`config.mk`:
```
export PLATFORM = sky130hd
export DESIGN_NAME = alsu_txn_driver
export DESIGN_NICKNAME = d
export VERILOG_FILES = /design/src/rtl/alsu_txn_driver.sv
export SDC_FILE = /design/constraint.sdc
export NUM_CORES = 1
export LEC_CHECK = 0
export CAP_MARGIN = 20
export CORE_AREA = 2 2 112 114
export DETAILED_ROUTE_END_ITERATION = 8
export DIE_AREA = 0 0 114 116
export GPL_TIMING_DRIVEN = 0
export PLACE_DENSITY = 0.86
export SLEW_MARGIN = 40
export SYNTH_ARGS = -nofsm -noshare
export SYNTH_HDL_FRONTEND = slang
export SYNTH_SLANG_ARGS = --single-unit
```
`constraint.sdc`:
```
create_clock -name clk -period 3.3 [get_ports clk]
set_clock_uncertainty 0.15 [all_clocks]
set_input_delay 0.825 -clock clk [delete_from_list [all_inputs] [get_ports clk]]
set_output_delay 0.825 -clock clk [all_outputs]
set_load 0.02 [all_outputs]
```
`src/rtl/alsu_txn_driver.sv`:
```
// ---------------------------------------------------------------------------
// alsu_txn_driver
//
// Transaction-level initiator for the ALSU. It accepts operation requests on a
// valid/ready port and registers each one onto the ALSU input pins for one
// cycle. It captures the ALSU result a fixed latency later and queues it, with
// the invalid-stimulus flag, in a response FIFO that the consumer can stall.
// Sustains one operation per clock when the consumer keeps up.
//
// Ports
//   clk, rst               clock; synchronous active-high reset
//   req_valid/req_ready    request handshake
//   req_*                  operation fields (A, B, cin, serial_in, red_op_A/B,
//                          opcode, bypass_A/B, direction)
//   alsu_rst               ALSU reset, follows rst combinationally
//   alsu_*                 registered drive of the request fields (idle = 0)
//   alsu_out, alsu_leds    ALSU result inputs
//   rsp_valid/rsp_ready    response handshake at the FIFO head
//   rsp_out/leds/invalid   head entry (zero while the FIFO is empty)
//   txn_count              accepted requests, saturating
//   invalid_count          accepted invalid requests, saturating
// ---------------------------------------------------------------------------
module alsu_txn_driver #(
    parameter int ALSU_LAT   = 2,
    parameter int FIFO_DEPTH = 4,
    parameter int CNT_W      = 16
) (
    input  logic             clk,
    input  logic             rst,
    input  logic             req_valid,
    output logic             req_ready,
    input  logic [2:0]       req_A,
    input  logic [2:0]       req_B,
    input  logic             req_cin,
    input  logic             req_serial_in,
    input  logic             req_red_op_A,
    input  logic             req_red_op_B,
    input  logic [2:0]       req_opcode,
    input  logic             req_bypass_A,
    input  logic             req_bypass_B,
    input  logic             req_direction,
    output logic             alsu_rst,
    output logic [2:0]       alsu_A,
    output logic [2:0]       alsu_B,
    output logic             alsu_cin,
    output logic             alsu_serial_in,
    output logic             alsu_red_op_A,
    output logic             alsu_red_op_B,
    output logic [2:0]       alsu_opcode,
    output logic             alsu_bypass_A,
    output logic             alsu_bypass_B,
    output logic             alsu_direction,
    input  logic [5:0]       alsu_out,
    input  logic [15:0]      alsu_leds,
    output logic             rsp_valid,
    input  logic             rsp_ready,
    output logic [5:0]       rsp_out,
    output logic [15:0]      rsp_leds,
    output logic             rsp_invalid,
    output logic [CNT_W-1:0] txn_count,
    output logic [CNT_W-1:0] invalid_count
);

    localparam int STAGES  = ALSU_LAT + 1;
    localparam int PTR_W   = $clog2(FIFO_DEPTH);
    localparam int FCNT_W  = PTR_W + 1;
    localparam int OCC_W   = $clog2(FIFO_DEPTH + STAGES + 1) + 1;
    localparam int VEC_W   = 16;
    localparam int ENTRY_W = 6 + 16 + 1;

    // Request fields packed in the same order as the alsu_* unpack below
    logic [VEC_W-1:0]   reqVec;
    logic [VEC_W-1:0]   alsuVec_q, alsuVec_d;

    logic [STAGES-1:0]  tagValid_q, tagValid_d;
    logic [STAGES-1:0]  tagInv_q, tagInv_d;

    logic [ENTRY_W-1:0] fifoMem_q [FIFO_DEPTH];
    logic [PTR_W-1:0]   wrPtr_q, wrPtr_d;
    logic [PTR_W-1:0]   rdPtr_q, rdPtr_d;
    logic [FCNT_W-1:0]  fifoCount_q, fifoCount_d;

    logic [CNT_W-1:0]   txnCount_q, txnCount_d;
    logic [CNT_W-1:0]   invCount_q, invCount_d;

    logic               accept;
    logic               reqInv;
    logic               push;
    logic               pop;
    logic [OCC_W-1:0]   inflight;
    logic [OCC_W-1:0]   occupancy;
    logic [ENTRY_W-1:0] headEntry;

    assign reqVec = {req_A, req_B, req_cin, req_serial_in, req_red_op_A,
                     req_red_op_B, req_opcode, req_bypass_A, req_bypass_B,
                     req_direction};

    // Credit check: every in-flight tag already owns a FIFO slot, so the FIFO
    // can never be pushed while full unless the same edge also pops.
    always_comb begin
        inflight = '0;
        for (int i = 0; i < STAGES; i++) begin
            inflight = inflight + OCC_W'(tagValid_q[i]);
        end
        occupancy = inflight + OCC_W'(fifoCount_q);
        req_ready = occupancy < OCC_W'(FIFO_DEPTH);
    end

    assign accept = req_valid && req_ready;
    assign reqInv = ((req_red_op_A | req_red_op_B) & (req_opcode[1] | req_opcode[2]))
                  | (req_opcode[1] & req_opcode[2]);
    assign push   = tagValid_q[STAGES-1];
    assign pop    = rsp_valid && rsp_ready;

    // Next-state for the drive register, tag pipeline, FIFO control and
    // counters. Cycles without an accept drive the all-zero idle vector.
    always_comb begin
        alsuVec_d   = accept ? reqVec : '0;
        tagValid_d  = {tagValid_q[STAGES-2:0], accept};
        tagInv_d    = {tagInv_q[STAGES-2:0], reqInv & accept};
        wrPtr_d     = push ? wrPtr_q + PTR_W'(1) : wrPtr_q;
        rdPtr_d     = pop  ? rdPtr_q + PTR_W'(1) : rdPtr_q;
        fifoCount_d = fifoCount_q;
        if (push && !pop) begin
            fifoCount_d = fifoCount_q + FCNT_W'(1);
        end else if (!push && pop) begin
            fifoCount_d = fifoCount_q - FCNT_W'(1);
        end
        txnCount_d = txnCount_q;
        if (accept && (txnCount_q != '1)) begin
            txnCount_d = txnCount_q + CNT_W'(1);
        end
        invCount_d = invCount_q;
        if (accept && reqInv && (invCount_q != '1)) begin
            invCount_d = invCount_q + CNT_W'(1);
        end
    end

    // Control state; reset discards in-flight tags and queued responses
    always_ff @(posedge clk) begin
        if (rst) begin
            alsuVec_q   <= '0;
            tagValid_q  <= '0;
            tagInv_q    <= '0;
            wrPtr_q     <= '0;
            rdPtr_q     <= '0;
            fifoCount_q <= '0;
            txnCount_q  <= '0;
            invCount_q  <= '0;
        end else begin
            alsuVec_q   <= alsuVec_d;
            tagValid_q  <= tagValid_d;
            tagInv_q    <= tagInv_d;
            wrPtr_q     <= wrPtr_d;
            rdPtr_q     <= rdPtr_d;
            fifoCount_q <= fifoCount_d;
            txnCount_q  <= txnCount_d;
            invCount_q  <= invCount_d;
        end
    end

    // FIFO storage needs no reset: entries are only visible while counted
    always_ff @(posedge clk) begin
        if (push && !rst) begin
            fifoMem_q[wrPtr_q] <= {alsu_out, alsu_leds, tagInv_q[STAGES-1]};
        end
    end

    assign headEntry   = fifoMem_q[rdPtr_q];
    assign rsp_valid   = (fifoCount_q != '0);
    assign rsp_out     = rsp_valid ? headEntry[ENTRY_W-1 -: 6] : '0;
    assign rsp_leds    = rsp_valid ? headEntry[16:1] : '0;
    assign rsp_invalid = rsp_valid ? headEntry[0] : 1'b0;

    assign alsu_rst = rst;
    assign {alsu_A, alsu_B, alsu_cin, alsu_serial_in, alsu_red_op_A,
            alsu_red_op_B, alsu_opcode, alsu_bypass_A, alsu_bypass_B,
            alsu_direction} = alsuVec_q;

    assign txn_count     = txnCount_q;
    assign invalid_count = invCount_q;

endmodule

```
# Yosys cells after proc, flatten, opt, wreduce, memory -nomap -nowiden
# Memories as Yosys holds them, arrays and structs flattened. A register that Yosys moved wholly into a read port is not among the register bits.
# Cells that the tools add are included.
# op_classes
n_addsub	9
n_lt_le_gt_ge	1
n_eq_ne	2
muxes	9
bitwise	7
n_reduce_logical	14
# op_table
op	n
adder 16 x 1 -> 16 bit (second input constant)	2
!= test 16 bit (second input constant)	2
two-way mux 16 bit	1
logical AND 1 bit	8
two-way mux 3 bit	2
two-way mux 6 bit	1
adder 2 x 1 -> 2 bit (second input constant)	2
adder 3 x 3 -> 4 bit	1
< comparator 4 x 3 -> 1 bit (second input constant)	1
two-way mux 2 bit	2
adder 2 x 1 -> 3 bit	1
adder 3 x 1 -> 3 bit (second input constant)	1
bitwise AND 1 bit	3
logical NOT 1 bit	3
two-way mux 1 bit	3
bitwise OR 1 bit	3
nonzero test 3 bit	1
subtractor 3 x 1 -> 3 bit (second input constant)	1
adder 1 x 1 -> 2 bit	1
nonzero test 2 bit	1
OR reduction 2 bit	1
inverter 1 bit	1
# totals
reg_bits	61
ramBits	92
output_inout_bits	74
elab_cells	51
n_memories	1
# mem_list
memory	words	width	read_ports	rd_ports_with_merged_regs	wr	line	text
fifoMem_q	4	23	1	1	1	78	logic [ENTRY_W-1:0] fifoMem_q [FIFO_DEPTH];

# Logic depth before layout (Yosys ltp)
# logic_depth
depth_word	7
ltp_mapped	10
mapped_depth_nobuf	9

# Worst setup path before layout
# OpenSTA, ideal clock, no wires.
# synth_path
path_type	register -> output
startpoint	reg fifoCount_q[0]
endpoint	out req_ready
arrival_ns	1.731
required_time_ns	2.325
path_slack_ns	0.594
path_stages_with_launch	7
path_cell_list	dfxtp_1 > inv_1 > fa_1 > inv_1 > ha_1 > and3b_1 > nor3_1
# synth_via
elab_chain_cells	2
# synth_lines
element	line	text
from (decl)	81	logic [FCNT_W-1:0] fifoCount_q, fifoCount_d;
from (signal assigned)	156	fifoCount_q <= fifoCount_d;
adder 3 x 3 -> 4 bit	105	occupancy = inflight + OCC_W'(fifoCount_q);
< comparator 4 x 3 -> 1 bit	106	req_ready = occupancy < OCC_W'(FIFO_DEPTH);
to (decl)	31	output logic req_ready,
# No other way between the ends.

# Final worst setup path
# layout_path
startpoint	reg fifoCount_q[2]
endpoint	out rsp_leds[14]
# layout_via
elab_chain_cells	2
# layout_lines
element	line	text
nonzero test 3 bit	170	assign rsp_valid = (fifoCount_q != '0);
two-way mux 16 bit	172	assign rsp_leds = rsp_valid ? headEntry[16:1] : '0;
to (decl)	58	output logic [15:0] rsp_leds,
# No other way between the ends.

==> summary.txt <==
Run status
  • Outcome: finished clean

Yosys
  • Post-synth ARST share: 0%
  • Netlist cell types: 45
  • Sequential area share after synthesis: 65.9%
  • Synth Instances: 428
  • Flip-flop and latch count after synthesis: 155
  • Synthesized area: 6110 µm²
  • Yosys warning count: 0
  • Mapped Nets: 480
  • Most frequent cells after synthesis: edfxtp_1 (92), dfxtp_1 (63), and2_1 (44)
  • Area leader, netlist: edfxtp_1
  • Share of the synthesized area in the top cell type: 45.2%
  • Top cells by area, synth: edfxtp_1 (45%), dfxtp_1 (21%), mux4_2 (8.5%)
  • Mean area per synthesized cell: 14.3 µm²
  • Main flop type after synthesis: edfxtp_1
  • Most instantiated library cell after synthesis: edfxtp_1
  • Post-synth EDFFs: 92

Die
  • Die Footprint: 13200 µm²
  • Core Rows: 40
  • # IOs: 116
  • Chip Height: 116 µm
  • Placeable core area: 11900 µm²
  • Initial Util: 51.3%
  • Die width: 114 µm

Global route
  • Total gr overflow: 0
  • Initial antenna violation count: 0
  • GRT met3 Usage: 5.91%
  • Vias in the first global route: 3955
  • First-pass GRT wire length: 19800 µm
  • Gr busiest metal: met2
  • Largest net degree at the start of global routing: 24
  • Overall global routing resource usage: 19.8%
  • Met2 Usage GRT: 33.1%
  • Routing usage on met1: 24.4%

Route
  • Vias: 3922
  • Vias/cell: 5.45
  • WL final: 12400 µm
  • # DRC: 0
  • WL per Instance: 17.3 µm
  • DRT iter0 DRCs: 267
  • First-pass iteration count of the detailed router: 6
  • Antenna-violating nets left: 0

Setup path
  • Slowest cell on crit path: clkdlybuf4s50_1
  • Max FO, Critical Path: 10
  • Crit. End Element: output port
  • Critical Path RT: 2.32 ns
  • Crit-path cells: or3_1 -> clkbuf_2 -> and2_1 -> clkdlybuf4s50_1
  • Worst path max stage delay: 0.53 ns
  • WP buf/inv: 2
  • Crit path kind: flop to output port
  • Critical Path AT: 2.25 ns
  • Startpoint type of the worst setup path: flop
  • Dominant delay contributor by cell family on the critical path: buffers and inverters

STA
  • Final Hold Slack: 0.287 ns
  • Slew margin rel.: 59.1%
  • Worst-Margin Slew: 0.613 ns
  • Setup ws final: 0.0714 ns
  • Crit path time final: 3.23 ns
  • Final hold violation count: 0
  • Setup TNS: 0 ns
  • # setup viols final: 0
  • Tcrit/Tclk final: 97.8%
  • Fmax: 310 MHz
  • Fin. max-slew vios: 0
  • RSZ-0062 raised after global routing: true

Pwr
  • Power share of the combinational group: 27.4%
  • Reg power frac: 39.0%
  • Switching share of power: 27.7%
  • Pwr/cell area: 704 nW/µm²
  • NetSw: 0.00157 W
  • Internal power: 0.00410 W
  • Final Power: 0.00568 W
  • Clk pwr share: 33.6%
  • Leakage: 2.71 nW
  • Maximum vdd ir drop: 0.301 mV

Placement
  • Dpl hpwl: 8240 µm
  • Pre-CTS setup slack: 0.0498 ns
  • Routability cong.: 0.873
  • IO buf count: 114

Finish
  • Antenna cells: 0
  • Fill count: 830
  • Nets: 611
  • Fraction of layout cells with a size suffix above 1: 13.1%
  • Multi-input logic area: 1970 µm²
  • FF+latch area: 4030 µm²
  • Layout Area Growth over Synthesis: 31.9%

Clock tree
  • Clock buffer count from CTS: 17
  • CTS hold repair buffers: 0
  • Clock Path Buffers: 2
  • Clk Latency, worst-skew pair: 0.42 ns
  • Clk root buf: clkbuf_16
  • CTS H-tree lvls: 4
  • CTS clk-pin slew, worst paths: 0.06 ns
  • CTS tree: built
  • Post-CTS setup buffers: 0
  • Clk sinks: 155

Flow run
  • MaxCap Viol Count: 0

Min path
  • HP Class: flop to flop
[kinds of logic after synthesis]
logic type / count (synthesis) / synth area share (%)
xor+xnor: 22 / 3.16
mux: 27 / 9.14
compound gates: 37 / 3.57
fa+ha+maj: 10 / 2.29
buf+inv: 31 / 2.07
simple gates: 146 / 13.9
flops: 155 / 65.9
[final cells by class]
class / instances / share of cell area (%)
flip-flops and latches: 155 / 50.0
multi-input cells: 242 / 24.5
repair buffers: 114 / 14.2
clock buffers: 19 / 5.37
well taps: 147 / 2.28
clock inverters: 13 / 1.88
plain buffers: 15 / 1.13
inverters: 14 / 0.652
[sequential cells by signal, summed over array words and instances, names as in the netlist, named ones only]
register       cells
fifoMem_q         92
alsuVec_q         16
invalid_count     16
txn_count         16
fifoCount_q        3
tagInv_q           3
tagValid_q         3
rdPtr_q            2
wrPtr_q            2
[power groups by stage]
stage / Combinational [W] / Sequential, W / Clock (W)
3_3_place_gp: 0.00152 / 0.00223 / 0
6_report: 0.00155 / 0.00221 / 0.00191
3_5_place_dp: 0.00155 / 0.00223 / 0
2_1_floorplan: 0.000870 / 0.00226 / 0
5_1_grt: 0.00167 / 0.00222 / 0.00201
4_1_cts: 0.00157 / 0.00221 / 0.00194
[placed cells by master (no fill, tap or decap), types with 6 or more instances in the layout]
cell type,n
clkdlybuf4s50_1,112
o21ai_0,9
xor2_1,13
a21oi_1,14
nor2_1,33
mux4_2,23
clkbuf_1,6
nand3_1,9
inv_1,14
nand4_1,12
nand2_1,11
dfxtp_1,61
edfxtp_1,92
clkbuf_16,17
ha_1,8
or3_1,10
and2_1,40
xnor2_1,9
[repair_timing]
| action | CTS | global route |
|---|---|---|
| cloned | 0 | 0 |
| endpoints found under the setup margin | 22 | 19 |
| resized for setup | 15 | 5 |
[worst paths after layout]
check,start,endpoint,slack (ns),cells after the start
worst max-delay path,fifoCount_q[2]$_SDFFE_PP0P_,rsp_leds[14],0.07,4
worst max register to register,tagValid_q[0]$_SDFF_PP0_,invalid_count[7]$_SDFFE_PP0P_,0.51,10
worst min register to register,tagInv_q[1]$_SDFF_PP0_,tagInv_q[2]$_SDFF_PP0_,0.29,1
worst min-delay path,tagInv_q[1]$_SDFF_PP0_,tagInv_q[2]$_SDFF_PP0_,0.29,1
[per-stage QoR]
stage,area (µm²),cells,utilization [%]
after floorplan,6110,428,-
after global placement,7430,689,62.4
after detailed placement,7440,689,62.5
after CTS,8050,719,67.6
after global routing,8060,719,67.6
final,8060,719,67.6
[layer usage]
layer | routed length [µm] | vias to the layer above
li1 | - | 1851
met1 | 5200 | 1883
met2 | 6170 | 167
met3 | 850 | 21
met4 | 192 | 0
met5 | 0 | -
(Power assumes the default switching activity.)
